==> config.mk <==
export PLATFORM = sky130hd
export DESIGN_NAME = tnew_hazard_tracker
export DESIGN_NICKNAME = d
export VERILOG_FILES = /design/src/rtl/tnew_hazard_pkg.sv /design/src/rtl/tnew_hazard_tracker_src_check.sv /design/src/rtl/tnew_hazard_tracker.sv
export SDC_FILE = /design/constraint.sdc
export NUM_CORES = 1
export LEC_CHECK = 0
export BUFFER_PORTS_ARGS = -buffer_cell sky130_fd_sc_hd__buf_2
export CAP_MARGIN = 0
export CORE_AREA = 5 5 59 61
export CTS_BUF_LIST = sky130_fd_sc_hd__clkbuf_8
export DETAILED_ROUTE_END_ITERATION = 10
export DIE_AREA = 0 0 64 66
export PLACE_DENSITY = 0.84
export SKIP_CTS_REPAIR_TIMING = 1
export SLEW_MARGIN = 25
export SYNTH_ARGS = -nofsm -noshare
export SYNTH_HDL_FRONTEND = slang
export SYNTH_HIERARCHICAL = 1
export SYNTH_SLANG_ARGS = --single-unit
export TNS_END_PERCENT = 10
==> constraint.sdc <==
create_clock -name clk -period 5.04 [get_ports clk]
set_input_delay 0 -clock clk [delete_from_list [all_inputs] [get_ports clk]]
set_output_delay 0 -clock clk [all_outputs]
set_load 0.01 [all_outputs]
==> src/rtl/tnew_hazard_pkg.sv <==
// Shared definitions for the Tuse/Tnew hazard tracker.
// Covers forwarding select codes, Tnew class constants and record field widths.
package tnew_hazard_pkg;

  typedef enum logic [1:0] {
    FWD_GRF = 2'd0,
    FWD_E   = 2'd1,
    FWD_M   = 2'd2,
    FWD_W   = 2'd3
  } fwd_sel_t;

  // Tnew classes, measured on entry to E
  localparam logic [1:0] TNEW_LINK = 2'd0;
  localparam logic [1:0] TNEW_ALU  = 2'd1;
  localparam logic [1:0] TNEW_LOAD = 2'd2;

  localparam int ADDR_W   = 5;
  localparam int MD_CNT_W = 4;

endpackage

==> src/rtl/tnew_hazard_tracker_src_check.sv <==
// Hazard check for a single ID-stage source operand.
// Compares the operand against the E/M/W writer records to produce a stall request and a forward select.
module hazard_src_check
  import tnew_hazard_pkg::*;
#(
  parameter int TNEW_W = 2
) (
  input  logic              used,
  input  logic [ADDR_W-1:0] addr,
  input  logic [TNEW_W-1:0] tuse,
  input  logic              e_wr_en,
  input  logic [ADDR_W-1:0] e_addr,
  input  logic [TNEW_W-1:0] e_tnew,
  input  logic              m_wr_en,
  input  logic [ADDR_W-1:0] m_addr,
  input  logic [TNEW_W-1:0] m_tnew,
  input  logic              w_wr_en,
  input  logic [ADDR_W-1:0] w_addr,
  output logic              stall,
  output logic [1:0]        sel
);

  logic     match_e;
  logic     match_m;
  logic     match_w;
  fwd_sel_t sel_c;

  // $0 is hard-wired, so it can never match a writer
  assign match_e = e_wr_en && (e_addr == addr) && (addr != '0);
  assign match_m = m_wr_en && (m_addr == addr) && (addr != '0);
  assign match_w = w_wr_en && (w_addr == addr) && (addr != '0);

  assign stall = used && ((match_e && (e_tnew > tuse)) || (match_m && (m_tnew > tuse)));

  // A younger writer whose result is not ready blocks older ones; stall covers that case
  always_comb begin
    sel_c = FWD_GRF;
    if (used) begin
      if (match_e) begin
        sel_c = (e_tnew == '0) ? FWD_E : FWD_GRF;
      end else if (match_m) begin
        sel_c = (m_tnew == '0) ? FWD_M : FWD_GRF;
      end else if (match_w) begin
        sel_c = FWD_W;
      end
    end
  end

  assign sel = sel_c;

endmodule

==> src/rtl/tnew_hazard_tracker.sv <==
// Producer-side Tuse/Tnew hazard tracker sitting beside the ID stage.
// Tracks writers through E/M/W, drives stall and forward selects, and owns the mult/div busy counter.
module tnew_hazard_tracker
  import tnew_hazard_pkg::*;
#(
  parameter int MD_LATENCY = 5,
  parameter int TNEW_W     = 2
) (
  input  logic              clk,
  input  logic              reset_n,
  input  logic              d_wr_en,
  input  logic [ADDR_W-1:0] d_wr_addr,
  input  logic [TNEW_W-1:0] d_tnew,
  input  logic              d_md_start,
  input  logic              d_md_use,
  input  logic              rs_used,
  input  logic [ADDR_W-1:0] rs_addr,
  input  logic [TNEW_W-1:0] rs_tuse,
  input  logic              rt_used,
  input  logic [ADDR_W-1:0] rt_addr,
  input  logic [TNEW_W-1:0] rt_tuse,
  output logic              stall,
  output logic [1:0]        fwd_rs_sel,
  output logic [1:0]        fwd_rt_sel,
  output logic              md_busy
);

  localparam logic [MD_CNT_W-1:0] MD_LOAD = MD_CNT_W'(MD_LATENCY);

  logic                e_wr_en;
  logic [ADDR_W-1:0]   e_addr;
  logic [TNEW_W-1:0]   e_tnew;
  logic                m_wr_en;
  logic [ADDR_W-1:0]   m_addr;
  logic [TNEW_W-1:0]   m_tnew;
  // W never needs its Tnew: any W match forwards
  logic                w_wr_en;
  logic [ADDR_W-1:0]   w_addr;
  logic [MD_CNT_W-1:0] md_cnt;

  logic stall_rs;
  logic stall_rt;
  logic stall_md;

  function automatic logic [TNEW_W-1:0] tnew_dec(input logic [TNEW_W-1:0] t);
    return (t == '0) ? '0 : t - 1'b1;
  endfunction

  hazard_src_check #(.TNEW_W(TNEW_W)) u_rs (
    .used    (rs_used),
    .addr    (rs_addr),
    .tuse    (rs_tuse),
    .e_wr_en (e_wr_en),
    .e_addr  (e_addr),
    .e_tnew  (e_tnew),
    .m_wr_en (m_wr_en),
    .m_addr  (m_addr),
    .m_tnew  (m_tnew),
    .w_wr_en (w_wr_en),
    .w_addr  (w_addr),
    .stall   (stall_rs),
    .sel     (fwd_rs_sel)
  );

  hazard_src_check #(.TNEW_W(TNEW_W)) u_rt (
    .used    (rt_used),
    .addr    (rt_addr),
    .tuse    (rt_tuse),
    .e_wr_en (e_wr_en),
    .e_addr  (e_addr),
    .e_tnew  (e_tnew),
    .m_wr_en (m_wr_en),
    .m_addr  (m_addr),
    .m_tnew  (m_tnew),
    .w_wr_en (w_wr_en),
    .w_addr  (w_addr),
    .stall   (stall_rt),
    .sel     (fwd_rt_sel)
  );

  assign md_busy  = (md_cnt != '0);
  assign stall_md = d_md_use && md_busy;
  assign stall    = stall_rs || stall_rt || stall_md;

  // Records advance every edge; a stalled ID instruction becomes a bubble in E
  always_ff @(posedge clk) begin
    if (!reset_n) begin
      e_wr_en <= 1'b0;
      e_addr  <= '0;
      e_tnew  <= '0;
      m_wr_en <= 1'b0;
      m_addr  <= '0;
      m_tnew  <= '0;
      w_wr_en <= 1'b0;
      w_addr  <= '0;
      md_cnt  <= '0;
    end else begin
      w_wr_en <= m_wr_en;
      w_addr  <= m_addr;
      m_wr_en <= e_wr_en;
      m_addr  <= e_addr;
      m_tnew  <= tnew_dec(e_tnew);
      if (stall) begin
        e_wr_en <= 1'b0;
        e_addr  <= '0;
        e_tnew  <= '0;
      end else begin
        e_wr_en <= d_wr_en && (d_wr_addr != '0);
        e_addr  <= d_wr_addr;
        e_tnew  <= d_tnew;
      end
      if (d_md_start && !stall) begin
        md_cnt <= MD_LOAD;
      end else if (md_cnt != '0) begin
        md_cnt <= md_cnt - 1'b1;
      end
    end
  end

endmodule

Yosys cells after proc, flatten, opt, wreduce, memory -nomap -nowiden
Index checks and enable logic that the tools add are counted.
{ "word_totals": {"ff_bits": 26, "latch_bits": 0, "mem_bits_rw": 0, "rom_bits": 0, "output_inout_bits": 6, "mem_count": 0} }
{ "classes": {"n_addsub": 2, "mul": 0, "n_div": 0, "n_lt_le_gt_ge": 4, "n_eq_ne": 6, "shift": 0, "n_mux": 12, "bitwise": 1, "reduce_logical": 36} }
{ "ops": {"columns": ["cell", "count"], "rows": [
  ["5-bit equality test", 6],
  ["1-bit logical AND", 21],
  ["2-bit 2-to-1 mux", 9],
  ["5-bit nonzero test", 3],
  ["2-bit greater-than comparator", 4],
  ["3-bit 2-to-1 mux", 2],
  ["2-bit OR reduction", 3],
  ["2-bit zero test", 2],
  ["1-bit logical OR", 4],
  ["4-bit nonzero test", 1],
  ["4-bit by 1-bit subtractor with 4-bit output, second input constant", 1],
  ["2-bit nonzero test", 1],
  ["2-bit by 1-bit subtractor with 2-bit output, second input constant", 1],
  ["1-bit zero test", 1],
  ["1-bit 2-to-1 mux", 1],
  ["1-bit NOT", 1]
]} }

Longest topological paths before layout
{ "logic_depth": {"word_depth": 11, "depth_mapped": 9} }

Hierarchy
The synthesis kept the hierarchy.
{ "modules_own_cells": {"columns": ["module", "n_inst", "cells_per_inst", "area_each_um2", "seq_area_each_um2"], "rows": [
  ["tnew_hazard_tracker", 1, 82, 899.6, 520.5],
  ["hazard_src_check", 2, 49, 365.4, 0.0]
]} }

Worst setup path before layout
No wires, ideal clock.
{ "synth_timing": {"kind": "flip-flop to flip-flop", "start": "reg m_tnew[1]", "end": "reg md_cnt[1]", "setup_ns": 0.117, "arrival_ns": 1.795, "slack_ns": 3.127, "path_stages_with_launch": 9, "path_buffers": 0, "period_less_slack_ns": 1.913, "path_cell_list": "dfxtp_1 > ha_1 > nor2b_1 > o21ai_0 > nor4_1 > o21a_1 > nor4b_1 > a21oi_1 > a32o_1"} }
{ "synth_between": {"elab_chain_len": 9, "word_cells_on_any_way": 13} }
{ "synth_rtl": {"columns": ["item", "line_no", "source"], "rows": [
  ["start: declaration", "tnew_hazard_tracker.sv:35", "logic [TNEW_W-1:0] m_tnew;"],
  ["start signal: assignment", "tnew_hazard_tracker.sv:102", "m_tnew <= tnew_dec(e_tnew);"],
  ["2-bit greater-than comparator", "tnew_hazard_tracker_src_check.sv:33", "assign stall = used && ((match_e && (e_tnew > tuse)) || (match_m && (m_tnew > tuse)));"],
  ["1-bit logical AND", "tnew_hazard_tracker_src_check.sv:33", null],
  ["1-bit logical OR", "tnew_hazard_tracker_src_check.sv:33", null],
  ["1-bit logical AND", "tnew_hazard_tracker_src_check.sv:33", null],
  ["named net stall_rt", "tnew_hazard_tracker.sv:42", "logic stall_rt;"],
  ["1-bit logical OR (2 in series)", "tnew_hazard_tracker.sv:83", "assign stall = stall_rs || stall_rt || stall_md;"],
  ["1-bit zero test", "tnew_hazard_tracker.sv:112", "if (d_md_start && !stall) begin"],
  ["1-bit logical AND", "tnew_hazard_tracker.sv:112", null],
  ["2-bit OR reduction (no source line)", null, null],
  ["end signal: assignment", "tnew_hazard_tracker.sv:115", "md_cnt <= md_cnt - 1'b1;"],
  ["end: declaration", "tnew_hazard_tracker.sv:39", "logic [MD_CNT_W-1:0] md_cnt;"]
]} }
The timed path passes the listed nets, and every way through them passes these cells.
A chain may end at the register's enable or synchronous reset.

Worst setup path in the final report
Same ends and word-level chain as after synthesis.

==> results.tsv <==
stage	metric	value	unit
layout	ant diodes	0	
global_routing	vias in the first global route	1261	
die	Starting Density	0.557	
die	die height	66	microns
global_routing	largest net degree at the start of global routing	20	
die	area of the die	4220	sq um
synthesis	Synth cell types	38	
sta	maximum clock frequency	474	MHz
sta	Worst-Margin Slew	0.464	ns
synthesis	Mapped Area	1630	sq um
synthesis	cell taking the most area after synthesis	dfxtp_1	
cts	Clock Latency Late Sink	0.27	ns
global_routing	total track usage	0.161	
hold_path	worst min path class	input pin to flip-flop	
layout	share of cells above drive strength 1	0.232	
sta	max_slew headroom	0.691	
layout	fillcell total	249	
global_routing	grt ovf	0	
sta	clock skew	0.00387	ns
detailed_routing	Final ANT Viol Nets	0	
cts	H-tree depth	1	
placed_design	routability cong.	0.817	
power	Cell Pwr Density	338	nW/um^2
die	core box area	2930	sq um
global_routing	initial antenna violation count	0	
worst_setup_path	CP endpoint kind	flip-flop	
synthesis	Syn Area/Cell	9.06	sq um
die	I/O pin cnt	34	
power	Pint	454	uW
power	Pleak	0.000828	uW
sta	# setup viols final	0	
power	Combinational Power Share	0.331	
power	net switching power	205	uW
layout	Layout Nets	260	
sta	Final Hold Vio Count	0	
placed_design	Port Buf Inserts	33	
synthesis	syn_nets	219	
worst_setup_path	CP Launch Type	flip-flop	
power	sequential power share	0.409	
sta	period utilization	0.418	
cts	maximum root-to-sink buffer count	2	
power	clock share of power	0.260	
synthesis	asr flop ratio synth	0	
worst_setup_path	crit-path max FO	4	
layout	Area growth syn-to-layout	19.4	%
detailed_routing	Initial DRC Count	54	
worst_setup_path	Setup CP Type	flip-flop to flip-flop	
synthesis	Synth top area share	0.319	
sta	Final TNS setup	0	ns
synthesis	number of flops mapped to enable cells by yosys	0	
detailed_routing	DRC	0	
placed_design	pre-CTS setup slack	2.97	ns
detailed_routing	vias per cell	5.32	
detailed_routing	via count	1346	
worst_setup_path	worst path arrival time	2.28	ns
run_status	status	finished, final reports clean	
synthesis	most frequent cells after synthesis	dfxtp_1 (26), xnor2_1 (22), and2_1 (13), inv_1 (13), nor2_1 (12)	
synthesis	sequential share of the synthesized area	0.319	
synthesis	synth warn	6	
detailed_routing	total wire length	3480	microns
synthesis	most frequent cell after synthesis	dfxtp_1	
synthesis	leading post-synthesis cells by cell area	dfxtp_1 (32%), xnor2_1 (12%), ha_1 (8.4%)	
cts	clock transition at the registers of the reported paths	0.09	ns
detailed_routing	Pre-antenna DRT Iters	4	
die	Die X	64	microns
detailed_routing	DR WL/cell	13.7	microns
die	row count	20	
power	Max VDD drop	266	uV
cts	clock sink count	26	
power	switching share of total power	0.311	
sta	post-route setup slack	2.93	ns
synthesis	flops & latches, synth	26	
cts	Root Buffer	clkbuf_8	
cts	TritonCTS buffer count	3	
sta	hold slack	0.0138	ns
sta	Final Critical Period	2.11	ns
sta	RSZ-0062 raised after global routing	false	
placed_design	Final HPWL DP	2800	microns
worst_setup_path	CP required	5.21	ns
synthesis	Most used DFF post-synth	dfxtp_1	
job	Max-Cap Viols	0	
sta	Max Slew Vio Count	0	
synthesis	cell count after synthesis	180	
cts	TritonCTS clock tree	done	
global_routing	first-pass GRT wire length	5490	microns
[power by group through the flow]
stage	logic [uW]	registers [uW]	clock network (uW)
floorplan	174	265	0
global placement	206	273	0
detailed placement	212	275	0
CTS	214	270	176
global route	246	275	182
finish	218	269	171
[flip-flops by register name, summed over array words and instances (netlist names)]
signal and flops:
e_tnew 2, w_addr 5, m_addr 5, e_wr_en 1, e_addr 5, m_tnew 2, md_cnt 4, m_wr_en 1
w_wr_en 1
[final cells by class]
cell class	count	area (sq um)	share of cell area
multi-input combinational	136	1020	0.524
inverter	13	48.8	0.0251
timing repair buffer	41	245	0.126
tap	33	41.3	0.0212
clock buffer	3	41.3	0.0212
sequential	26	520	0.267
clock inverter	1	30.0	0.0154
[cells in the final DEF (no fill, tap or decap), types with 6 or more instances in the layout]
master         synthesis  final
nor2_1                12     12
ha_1                  11     11
a21oi_1                6      6
inv_1                 13     13
dfxtp_1               26     26
buf_2                  0     33
xor2_1                 9      9
xnor2_1               22     22
nand2_1               10     10
dlygate4sd3_1          0      8
and2_1                13     13
and2_2                 6      6
[critical path: stages, from the launching register on]
cell     delay [ns]
dfxtp_1        0.35
ha_1           0.31
nor2b_1        0.13
o21ai_0        0.17
nor4_1         0.06
o21a_1         0.24
nor4b_1        0.41
a21oi_1        0.10
a32o_1         0.23
[through the flow]
step / util / instances / power (uW) / instance area, sq um
finish: 0.665 / 253 / 659 / 1950
global route: 0.665 / 253 / 703 / 1950
CTS: 0.638 / 245 / 660 / 1870
detailed placement: 0.613 / 241 / 486 / 1800
global placement: 0.613 / 241 / 478 / 1800
floorplan: - / 180 / 439 / 1630
[cell families (layout without fill, tap and decap cells)]
family	after synthesis	after routing	synth area share
AO/OA/AOI/OAI	25	25	0.122
XOR/XNOR	31	31	0.167
adder cells (fa/ha/maj)	11	11	0.0844
buffers and inverters	18	58	0.0553
flip-flops	26	26	0.319
multiplexers	1	1	0.00614
AND/OR/NAND/NOR	68	68	0.246
[path summary, 6_finish.rpt]
| check | slack (ns) | to | startpoint | cells past startpoint |
|---|---|---|---|---|
| setup / recovery | 2.93 | md_cnt[1] | m_tnew[1] | 8 |
| hold / removal | 0.01 | md_cnt[2] | d_md_start | 2 |
| hold reg to reg | 0.50 | m_tnew[0] | e_tnew[0] | 1 |
| setup reg to reg | 2.93 | md_cnt[1] | m_tnew[1] | 8 |
[metal layers]
metal	vias up	routed length [microns]	track usage	share of wire
li1	692	-	-	-
met1	608	1550	0.204	0.45
met2	40	1690	0.278	0.49
met3	6	178	0.0272	0.051
met4	0	56	0.0494	0.016
met5	-	0	0	0
Power figures use the tool's default switching activity.
